--- config.mk ---
export PLATFORM = sky130hd
export DESIGN_NAME = cpa_nibble_seq_flat
export DESIGN_NICKNAME = d
export VERILOG_FILES = /design/src/rtl/cpa_nibble_seq_if.sv /design/src/rtl/cpa_nibble_seq.sv /design/src/flat_wrapper.sv
export SDC_FILE = /design/constraint.sdc
export NUM_CORES = 1
export LEC_CHECK = 0
export CAP_MARGIN = 40
export CORE_ASPECT_RATIO = 1.1
export CORE_MARGIN = 2
export CORE_UTILIZATION = 27
export CTS_CLUSTER_DIAMETER = 120
export DETAILED_ROUTE_END_ITERATION = 6
export DONT_BUFFER_PORTS = 1
export PLACE_DENSITY = 0.38
export SLEW_MARGIN = 25
export SYNTH_ARGS = -nofsm -noshare
export SYNTH_HDL_FRONTEND = slang
export SYNTH_SLANG_ARGS = --single-unit
--- constraint.sdc ---
create_clock -name clk -period 1.9 [get_ports clk]
set_input_delay 0.38 -clock clk [delete_from_list [all_inputs] [get_ports clk]]
set_output_delay 0.38 -clock clk [all_outputs]
set_load 0.01 [all_outputs]
--- src/rtl/cpa_nibble_seq_if.sv ---
// ---------------------------------------------------------------------------
// cpa_nibble_seq_if : host-side request/result bus of the nibble sequencer.
// Optional sub/ovf signals exist only when CPA_SEQ_SUB_EN is defined.
// Revision: 1.0
// ---------------------------------------------------------------------------
`default_nettype none

interface cpa_nibble_seq_if #(
  parameter int NIBBLES = 4
);
  localparam int W = 4 * NIBBLES;

  logic         start;
  logic [W-1:0] a;
  logic [W-1:0] b;
  logic         c_in;
  logic         busy;
  logic         done;
  logic [W-1:0] s;
  logic         c_out;
`ifdef CPA_SEQ_SUB_EN
  logic         sub;
  logic         ovf;
`endif

  modport master (
    output start, a, b, c_in,
`ifdef CPA_SEQ_SUB_EN
    output sub,
    input  ovf,
`endif
    input  busy, done, s, c_out
  );

  modport slave (
    input  start, a, b, c_in,
`ifdef CPA_SEQ_SUB_EN
    input  sub,
    output ovf,
`endif
    output busy, done, s, c_out
  );

endinterface

`default_nettype wire

--- src/rtl/cpa_nibble_seq.sv ---
// ---------------------------------------------------------------------------
// cpa_nibble_seq : steps an external 4-bit CPA through 4*NIBBLES-bit operands,
// LS nibble first. Macro CPA_SEQ_SUB_EN adds subtract (sub) and overflow (ovf).
// Revision: 1.0
// ---------------------------------------------------------------------------
`default_nettype none

module cpa_nibble_seq #(
  parameter int NIBBLES = 4
) (
  input  wire logic       clk,
  input  wire logic       rst,
  cpa_nibble_seq_if.slave bus,
  output logic [3:0]      o_cpa_a,
  output logic [3:0]      o_cpa_b,
  output logic            o_cpa_cin,
  input  wire logic [3:0] i_cpa_s,
  input  wire logic       i_cpa_cout
);

  localparam int W  = 4 * NIBBLES;
  localparam int KW = (NIBBLES > 1) ? $clog2(NIBBLES) : 1;
  localparam logic [KW-1:0] C_K_LAST = KW'(NIBBLES - 1);

  typedef enum logic [1:0] {
    S_IDLE = 2'd0,
    S_RUN  = 2'd1,
    S_DONE = 2'd2
  } state_t;

  state_t        r_state;
  state_t        w_next;
  logic [KW-1:0] r_k;
  logic [W-1:0]  r_a;
  logic [W-1:0]  r_b;
  logic          r_carry;
  logic [W-1:0]  r_s;
  logic          r_cout;
  logic          r_busy;
  logic          r_done;
  logic          w_accept;
  logic          w_last;
  logic [W-1:0]  w_b_in;
  logic          w_cin_in;

  assign w_accept = bus.start && (r_state != S_RUN);
  assign w_last   = (r_k == C_K_LAST);

`ifdef CPA_SEQ_SUB_EN
  logic r_ovf;
  // Two's-complement subtract: invert B and the incoming carry at latch time.
  assign w_b_in   = bus.sub ? ~bus.b    : bus.b;
  assign w_cin_in = bus.sub ? ~bus.c_in : bus.c_in;
  assign bus.ovf  = r_ovf;
`else
  assign w_b_in   = bus.b;
  assign w_cin_in = bus.c_in;
`endif

  assign bus.busy  = r_busy;
  assign bus.done  = r_done;
  assign bus.s     = r_s;
  assign bus.c_out = r_cout;

  always_comb begin
    w_next = r_state;
    case (r_state)
      S_IDLE:  if (bus.start) w_next = S_RUN;
      S_RUN:   if (w_last)    w_next = S_DONE;
      S_DONE:  w_next = bus.start ? S_RUN : S_IDLE;
      default: w_next = S_IDLE;
    endcase
  end

  always_comb begin
    o_cpa_a   = 4'h0;
    o_cpa_b   = 4'h0;
    o_cpa_cin = 1'b0;
    if (r_state == S_RUN) begin
      o_cpa_a   = r_a[{r_k, 2'b00} +: 4];
      o_cpa_b   = r_b[{r_k, 2'b00} +: 4];
      o_cpa_cin = r_carry;
    end
  end

  always_ff @(posedge clk or posedge rst) begin
    if (rst) begin
      r_state <= S_IDLE;
      r_k     <= '0;
      r_a     <= '0;
      r_b     <= '0;
      r_carry <= 1'b0;
      r_s     <= '0;
      r_cout  <= 1'b0;
      r_busy  <= 1'b0;
      r_done  <= 1'b0;
`ifdef CPA_SEQ_SUB_EN
      r_ovf   <= 1'b0;
`endif
    end else begin
      r_state <= w_next;
      r_busy  <= (w_next == S_RUN);
      r_done  <= (w_next == S_DONE);
      if (w_accept) begin
        r_a     <= bus.a;
        r_b     <= w_b_in;
        r_carry <= w_cin_in;
        r_k     <= '0;
      end else if (r_state == S_RUN) begin
        r_s[{r_k, 2'b00} +: 4] <= i_cpa_s;
        r_carry                <= i_cpa_cout;
        r_k                    <= w_last ? '0 : r_k + KW'(1);
        if (w_last) begin
          r_cout <= i_cpa_cout;
`ifdef CPA_SEQ_SUB_EN
          // The top nibble's sum bit is the result sign, captured on this same edge.
          r_ovf  <= (r_a[W-1] == r_b[W-1]) && (i_cpa_s[3] != r_a[W-1]);
`endif
        end
      end
    end
  end

endmodule

`default_nettype wire
--- src/flat_wrapper.sv ---
// flat-port wrapper written by rule: the top's interface ports become plain ports
module cpa_nibble_seq_flat 
#(
  parameter int NIBBLES = 4
)
  (clk, rst, o_cpa_a, o_cpa_b, o_cpa_cin, i_cpa_s, i_cpa_cout, bus_start, bus_a, bus_b, bus_c_in, bus_busy, bus_done, bus_s, bus_c_out);
  cpa_nibble_seq_if #(.NIBBLES(NIBBLES)) bus_i ();
  input  wire logic clk;
  input  wire logic rst;
  output logic [3:0] o_cpa_a;
  output logic [3:0] o_cpa_b;
  output logic o_cpa_cin;
  input  wire logic [3:0] i_cpa_s;
  input  wire logic i_cpa_cout;
  input wire logic [$bits(bus_i.start)-1:0] bus_start;
  input wire logic [$bits(bus_i.a)-1:0] bus_a;
  input wire logic [$bits(bus_i.b)-1:0] bus_b;
  input wire logic [$bits(bus_i.c_in)-1:0] bus_c_in;
  output wire logic [$bits(bus_i.busy)-1:0] bus_busy;
  output wire logic [$bits(bus_i.done)-1:0] bus_done;
  output wire logic [$bits(bus_i.s)-1:0] bus_s;
  output wire logic [$bits(bus_i.c_out)-1:0] bus_c_out;
  assign bus_i.start = bus_start;
  assign bus_i.a = bus_a;
  assign bus_i.b = bus_b;
  assign bus_i.c_in = bus_c_in;
  assign bus_busy = bus_i.busy;
  assign bus_done = bus_i.done;
  assign bus_s = bus_i.s;
  assign bus_c_out = bus_i.c_out;
  cpa_nibble_seq #(.NIBBLES(NIBBLES)) u_core (.clk(clk), .rst(rst), .bus(bus_i), .o_cpa_a(o_cpa_a), .o_cpa_b(o_cpa_b), .o_cpa_cin(o_cpa_cin), .i_cpa_s(i_cpa_s), .i_cpa_cout(i_cpa_cout));
endmodule
==> results by group, run 1 <==
Global routing
  • Number of global-route vias before repair: about 1700
  • Initial antenna violation count: 0
  • Total gr overflow: 0
  • GRT Total Usage: 0.111
  • Largest net degree at the start of global routing: 33
  • Global-route wire length before repair: a little over 9 mm

Worst setup path
  • R2r startpoint: u_core.r_k[1]$_DFFE_PP0P_
  • Critical path cell sequence: and2b_2 > nand2_4 > o22ai_1
  • Kind of critical path: register to primary output
  • Critical R2R Capture: u_core.bus.s[9]$_DFFE_PP0P_
  • Max stage delay cell, worst path: dfrtp_1
  • Crit-path max FO: 8
  • Critical path arrival: between 1 and 1.5 ns
  • Reg2reg path depth: 5
  • Worst Path Required: ~1.5 ns
  • Worst setup SP type: register
  • Crit-path max cell delay: between 0.3 and 0.4 ns
  • Flop2flop setup slack: ~0.19 ns
  • Crit end category: primary output

Synth
  • Distinct cells, synth: 27
  • Number of synthesized flops with an enable pin: 0
  • Post-synth top cells: dfrtp_1, mux2_4, mux2i_1
  • Mapped Cells: 189
  • Flops & latches, synth: 56
  • Post-Synthesis Cell Area: roughly 2700 sq um
  • Prevailing post-synth register cell: dfrtp_1
  • Count leader, synth: dfrtp_1
  • Yosys Warn Count: 0
  • Area leader, netlist: dfrtp_1
  • Synth area leaders: dfrtp_1, mux2_4, mux2i_1
  • Syn nets: between 200 and 250
  • Ys async rst share: 1.00
  • Sequential area share after synthesis: 0.524
  • Avg Synthesized Cell Area: between 10 and 15 sq um
  • Share of the synthesized area in the top cell type: 0.524

Floorplanning
  • Die height: approximately 110 um
  • Ports: roughly 70
  • Site Rows: 38
  • Die Wd: between 90 and 100 um
  • Core area: 9750 sq um
  • DIE AREA: 10700 sq um
  • Initial Util: 0.274

Outcome
  • Outcome: finished, final reports clean

CTS
  • CTS root buffer: clkbuf_8
  • Clock-pin slew on the worst setup and hold paths: around 0.10 ns
  • Clock Sink Count: 56
  • Htree depth: 2
  • CTS tree: yes
  • Clock latency on the worst-skew pair: around 0.31 ns
  • Total CTS buffers: 5
  • Max clock buf depth: 2

Route
  • ANT nets after route: 0
  • Post-Route WL: roughly 5.9 mm
  • Drt pass-1 iters: 4
  • DRC Markers: 0
  • Wire length per cell: 18.3 um
  • Number of vias per cell: 4.82
  • Vias: around 1600
  • Initial DRC Count: 39

Timing
  • Slew @ Worst Pin: between 0.6 and 0.7 ns
  • Worst hold slack: ~0.021 ns
  • Crit path time final: ~1.8 ns
  • Hold Vio Cnt, Final: 0
  • Max Slew Vio Count: 0
  • Total Neg Setup Slack: 0 ns
  • Period utilization: 0.973
  • Worst setup margin: between 0.05 and 0.06 ns
  • Final setup fails: 0
  • RSZ-0062 raised after global routing: true
  • Slew margin rel.: 0.586
  • Fmax: about 540 MHz
  • Worst Skew: ~0.0069 ns

Worst hold path
  • HP Class: input pin to asynchronous set/reset pin

Place
  • # port buffers: 0
  • DP Area: between 2000 and 3000 sq um
  • Post-place setup slack: around 0.2 ns
  • Routability cong.: around 0.7
  • HPWL Detailed: ~4.3 mm
  • Placed insts: 312

Flow run
  • Max-cap violations: 0

Finish
  • # diodes: 0
  • Layout cell share with drive strength beyond 1: 0.361
  • Final cell count without fillers: 322
  • Layout area overhead: 12.1%
  • NumNets Final: 248
  • Final core occ: 0.308
  • Design Area, Final: about 3000 sq um

Power
  • Pwr Total: between 5 and 6 mW
  • Pleak: between 1 and 1.5 nW
  • Pwr per Cell Area: roughly 1900 nW/um^2
  • VDD IR max: approximately 0.5 mV
## how the worst max path moves through the flow
| stage | startpoint | to | slack, ns | depth (start not counted) |
|---|---|---|---|---|
| 6_report | u_core.r_state[1]$_DFF_PP0_ | o_cpa_a[0] | 0.05 | 3 |
| 2_1_floorplan | u_core.r_k[0]$_DFFE_PP0P_ | u_core.bus.s[4]$_DFFE_PP0P_ | 0.09 | 7 |
| 3_3_place_gp | u_core.r_state[1]$_DFF_PP0_ | o_cpa_a[2] | 0.27 | 4 |
| 5_1_grt | u_core.r_state[1]$_DFF_PP0_ | o_cpa_b[1] | -0.03 | 4 |
| 3_5_place_dp | u_core.r_k[1]$_DFFE_PP0P_ | u_core.bus.s[9]$_DFFE_PP0P_ | 0.20 | 5 |
| 4_1_cts | u_core.r_k[1]$_DFFE_PP0P_ | o_cpa_b[2] | 0.03 | 4 |
## sequential cells by signal (all words and copies together) (netlist names)
name              count
u_core.r_carry        1
u_core.bus.c_out      1
u_core.r_b           16
u_core.bus.busy       1
u_core.r_state        2
u_core.bus.s         16
u_core.r_a           16
u_core.r_k            2
u_core.bus.done       1
## placed cells by master (no fill, tap or decap), types with 5 or more instances in the layout
master,n
ha_1,6
nand2_1,16
buf_4,10
mux2i_1,16
mux2_4,30
o21ai_0,9
dfrtp_1,55
a22o_1,8
o22ai_1,6
clkbuf_8,5
## critical path, delay by kind of cell (launching register included)
family	cells	cell delay, ns
compound gates	1	0.35
flops	1	0.39
simple gates	2	0.42
## kinds of logic (layout without fill, tap and decap cells)
logic type,count (synthesis),count (layout),synth area share
multiplexers,50,50,0.245
buffers and inverters,11,24,0.0388
flip-flops,56,56,0.524
adder cells (fa/ha/maj),6,6,0.0281
AO/OA/AOI/OAI,29,29,0.0725
AND/OR/NAND/NOR,37,37,0.0921
## layer usage
layer  track usage  wire length (um)  up-vias
li1              -                 -      697
met4        0.0382                88        0
met3        0.0375               435        8
met2         0.202              3090       56
met1         0.120              2280      791
met5             0                 0        -
## power by group
part	leakage [nW]	internal, mW	switching (mW)
Sequential	0.692	1.78	0.493
Combinational	0.632	1.32	1.21
Clock	0.0541	0.391	0.394
Total	1.38	3.49	2.09
## final cells by class
| type | count | area [sq um] |
|---|---|---|
| clock buffer | 5 | 68.8 |
| fill | 939 | 6750 |
| inverter | 4 | 15.0 |
| clock inverter | 3 | 42.5 |
| tap | 120 | 150 |
| multi-input combinational | 122 | 1210 |
| sequential | 56 | 1400 |
| timing repair buffer | 12 | 106 |
## timing repair
item,4_1_cts,5_1_grt
endpoints found under the setup margin,8,13
cloned,0,0
gates resized for setup,5,10
hold buffers,0,0
pin swaps,1,1
endpoints found under the hold margin,0,0
buffers inserted,1,1
Note: power is estimated with default switching activity, not from simulation.
==> inputs of run 2 (changes only) <==
Settings changed: ABC_AREA from default to 0, BUFFER_PORTS_ARGS from default to -buffer_cell sky130_fd_sc_hd__buf_2, CAP_MARGIN 40 to default, DONT_BUFFER_PORTS 1 to default, PLACE_DENSITY 0.38 to 0.44.
==> results by group, run 2 (synthesis results as in run 1) <==
Timing
  • Slew @ Worst Pin: 0.368 ns
  • Slew margin rel.: 0.753
  • Period utilization: 0.977
  • Max Slew Vio Count: 0
  • Hold Vio Cnt, Final: 0
  • Crit path time final: about 1.9 ns
  • Final setup fails: 0
  • Total Neg Setup Slack: 0 ns
  • RSZ-0062 raised after global routing: true
  • Worst Skew: 0.00581 ns
  • Worst setup margin: roughly 0.043 ns
  • Fmax: roughly 540 MHz

Worst setup path
  • Kind of critical path: register to primary output
  • Crit end category: primary output
  • Flop2flop setup slack: around 0.27 ns
  • Worst setup SP type: register
  • Worst Path Required: about 1.5 ns
  • Critical path arrival: 1.48 ns
  • Crit-path max FO: 8

Floorplanning
  • Initial Util: 0.274
  • Ports: 69
  • Die Wd: between 90 and 100 um
  • Site Rows: 38
  • Die height: approximately 110 um
  • Core area: just under 10000 sq um
  • DIE AREA: roughly 11000 sq um

Place
  • # port buffers: 68
  • HPWL Detailed: approximately 4 mm
  • Post-place setup slack: 0.288 ns
  • Routability cong.: 0.708
  • DP Area: 3140 sq um

Global routing
  • Total gr overflow: 0
  • Largest net degree at the start of global routing: 57
  • Initial antenna violation count: 0
  • GRT Total Usage: 0.111
  • Number of global-route vias before repair: 1812
  • Global-route wire length before repair: 9.37 mm

CTS
  • Clock-pin slew on the worst setup and hold paths: ~0.1 ns
  • Clock latency on the worst-skew pair: 0.30 ns
  • Resized Gates After CTS: 5
  • CTS root buffer: clkbuf_8
  • Htree depth: 2
  • Max clock buf depth: 2
  • Clock Sink Count: 56
  • Hold-fix buffers at CTS: 0
  • Total CTS buffers: 5
  • # Post-CTS Setup Buffers: 0
  • CTS tree: yes

Route
  • Post-Route WL: about 5.8 mm
  • Number of vias per cell: ~4.4
  • Initial DRC Count: 39
  • Vias: between 1500 and 2000
  • Drt pass-1 iters: 4
  • ANT nets after route: 0
  • DRC Markers: 0
  • Wire length per cell: 15.0 um

Outcome
  • Outcome: finished, final reports clean

Power
  • Pwr per Cell Area: 1740 nW/um^2
  • Switching share of power: 0.366
  • P_int: roughly 3.6 mW
  • Reg power frac: 0.366
  • Pwr Total: ~5.7 mW
  • Pleak: ~1.7 nW
  • Clock power share: 0.137
  • P_sw: 2.10 mW
  • Comb pwr share: 0.497
  • VDD IR max: between 0.5 and 0.6 mV

Finish
  • Layout area overhead: 23.0%
  • Layout cell share with drive strength beyond 1: 0.494
  • Design Area, Final: 3290 sq um
  • Commonest non-fill, non-tap cell in the layout: buf_2
  • Final core occ: 0.337
  • NumNets Final: a little over 300
  • Commonest non-fill, non-tap cells in the layout: buf_2, dfrtp_1, mux2_4
  • # diodes: 0

Flow run
  • Max-cap violations: 0

Worst hold path
  • HP Class: input pin to asynchronous set/reset pin
==> run 2: layout make-up <==
cell class,count,area [sq um]
fillers,976,6460
flip-flops and latches,56,1400
multi-input cells,122,1210
repair buffers,75,409
well taps,120,150
clock buffers,6,72.6
clock inverters,2,35.0
inverters,4,15.0
==> run 2: power groups by stage <==
stage          clock, mW  combinational, mW  sequential [mW]
6_report           0.787               2.84             2.09
3_3_place_gp           0               2.77             2.10
5_1_grt            0.886               3.11             2.17
2_1_floorplan          0               1.99             2.15
3_5_place_dp           0               2.81             2.11
4_1_cts            0.827               2.85             2.09
==> run 2: metrics by stage <==
step                      hold slack [ns]  instances
after floorplan                     0.476        189
after global placement              0.456        377
after detailed placement            0.470        377
after CTS                           0.118        385
after global routing                0.110        385
final                               0.110        385
==> run 2: final timing paths <==
path / start / end / cells past startpoint
setup / recovery: u_core.r_state[1]$_DFF_PP0_ / o_cpa_a[3] / 4
hold / removal: rst / u_core.bus.s[6]$_DFFE_PP0P_ / 3
setup reg to reg: u_core.r_k[1]$_DFFE_PP0P_ / u_core.bus.s[8]$_DFFE_PP0P_ / 5
hold reg to reg: u_core.bus.s[9]$_DFFE_PP0P_ / u_core.bus.s[9]$_DFFE_PP0P_ / 2
max in group asynchronous: rst / u_core.r_carry$_DFFE_PP0P_ / 3
min in group clk: i_cpa_cout / u_core.r_carry$_DFFE_PP0P_ / 3
==> run 2: worst max-delay path: stages, from the launching register on <==
cell	delay, ns
dfrtp_1	0.42
and2b_2	0.29
nand2_4	0.12
o22ai_1	0.19
buf_2	0.16
==> run 2: per-layer routing <==
metal / wire length [um] / track usage / part of all wire
met1: 2680 / 0.150 / 0.47
met2: 2690 / 0.179 / 0.47
met3: 338 / 0.0304 / 0.059
met4: 50 / 0.0235 / 0.0087
met5: 0 / 0 / 0
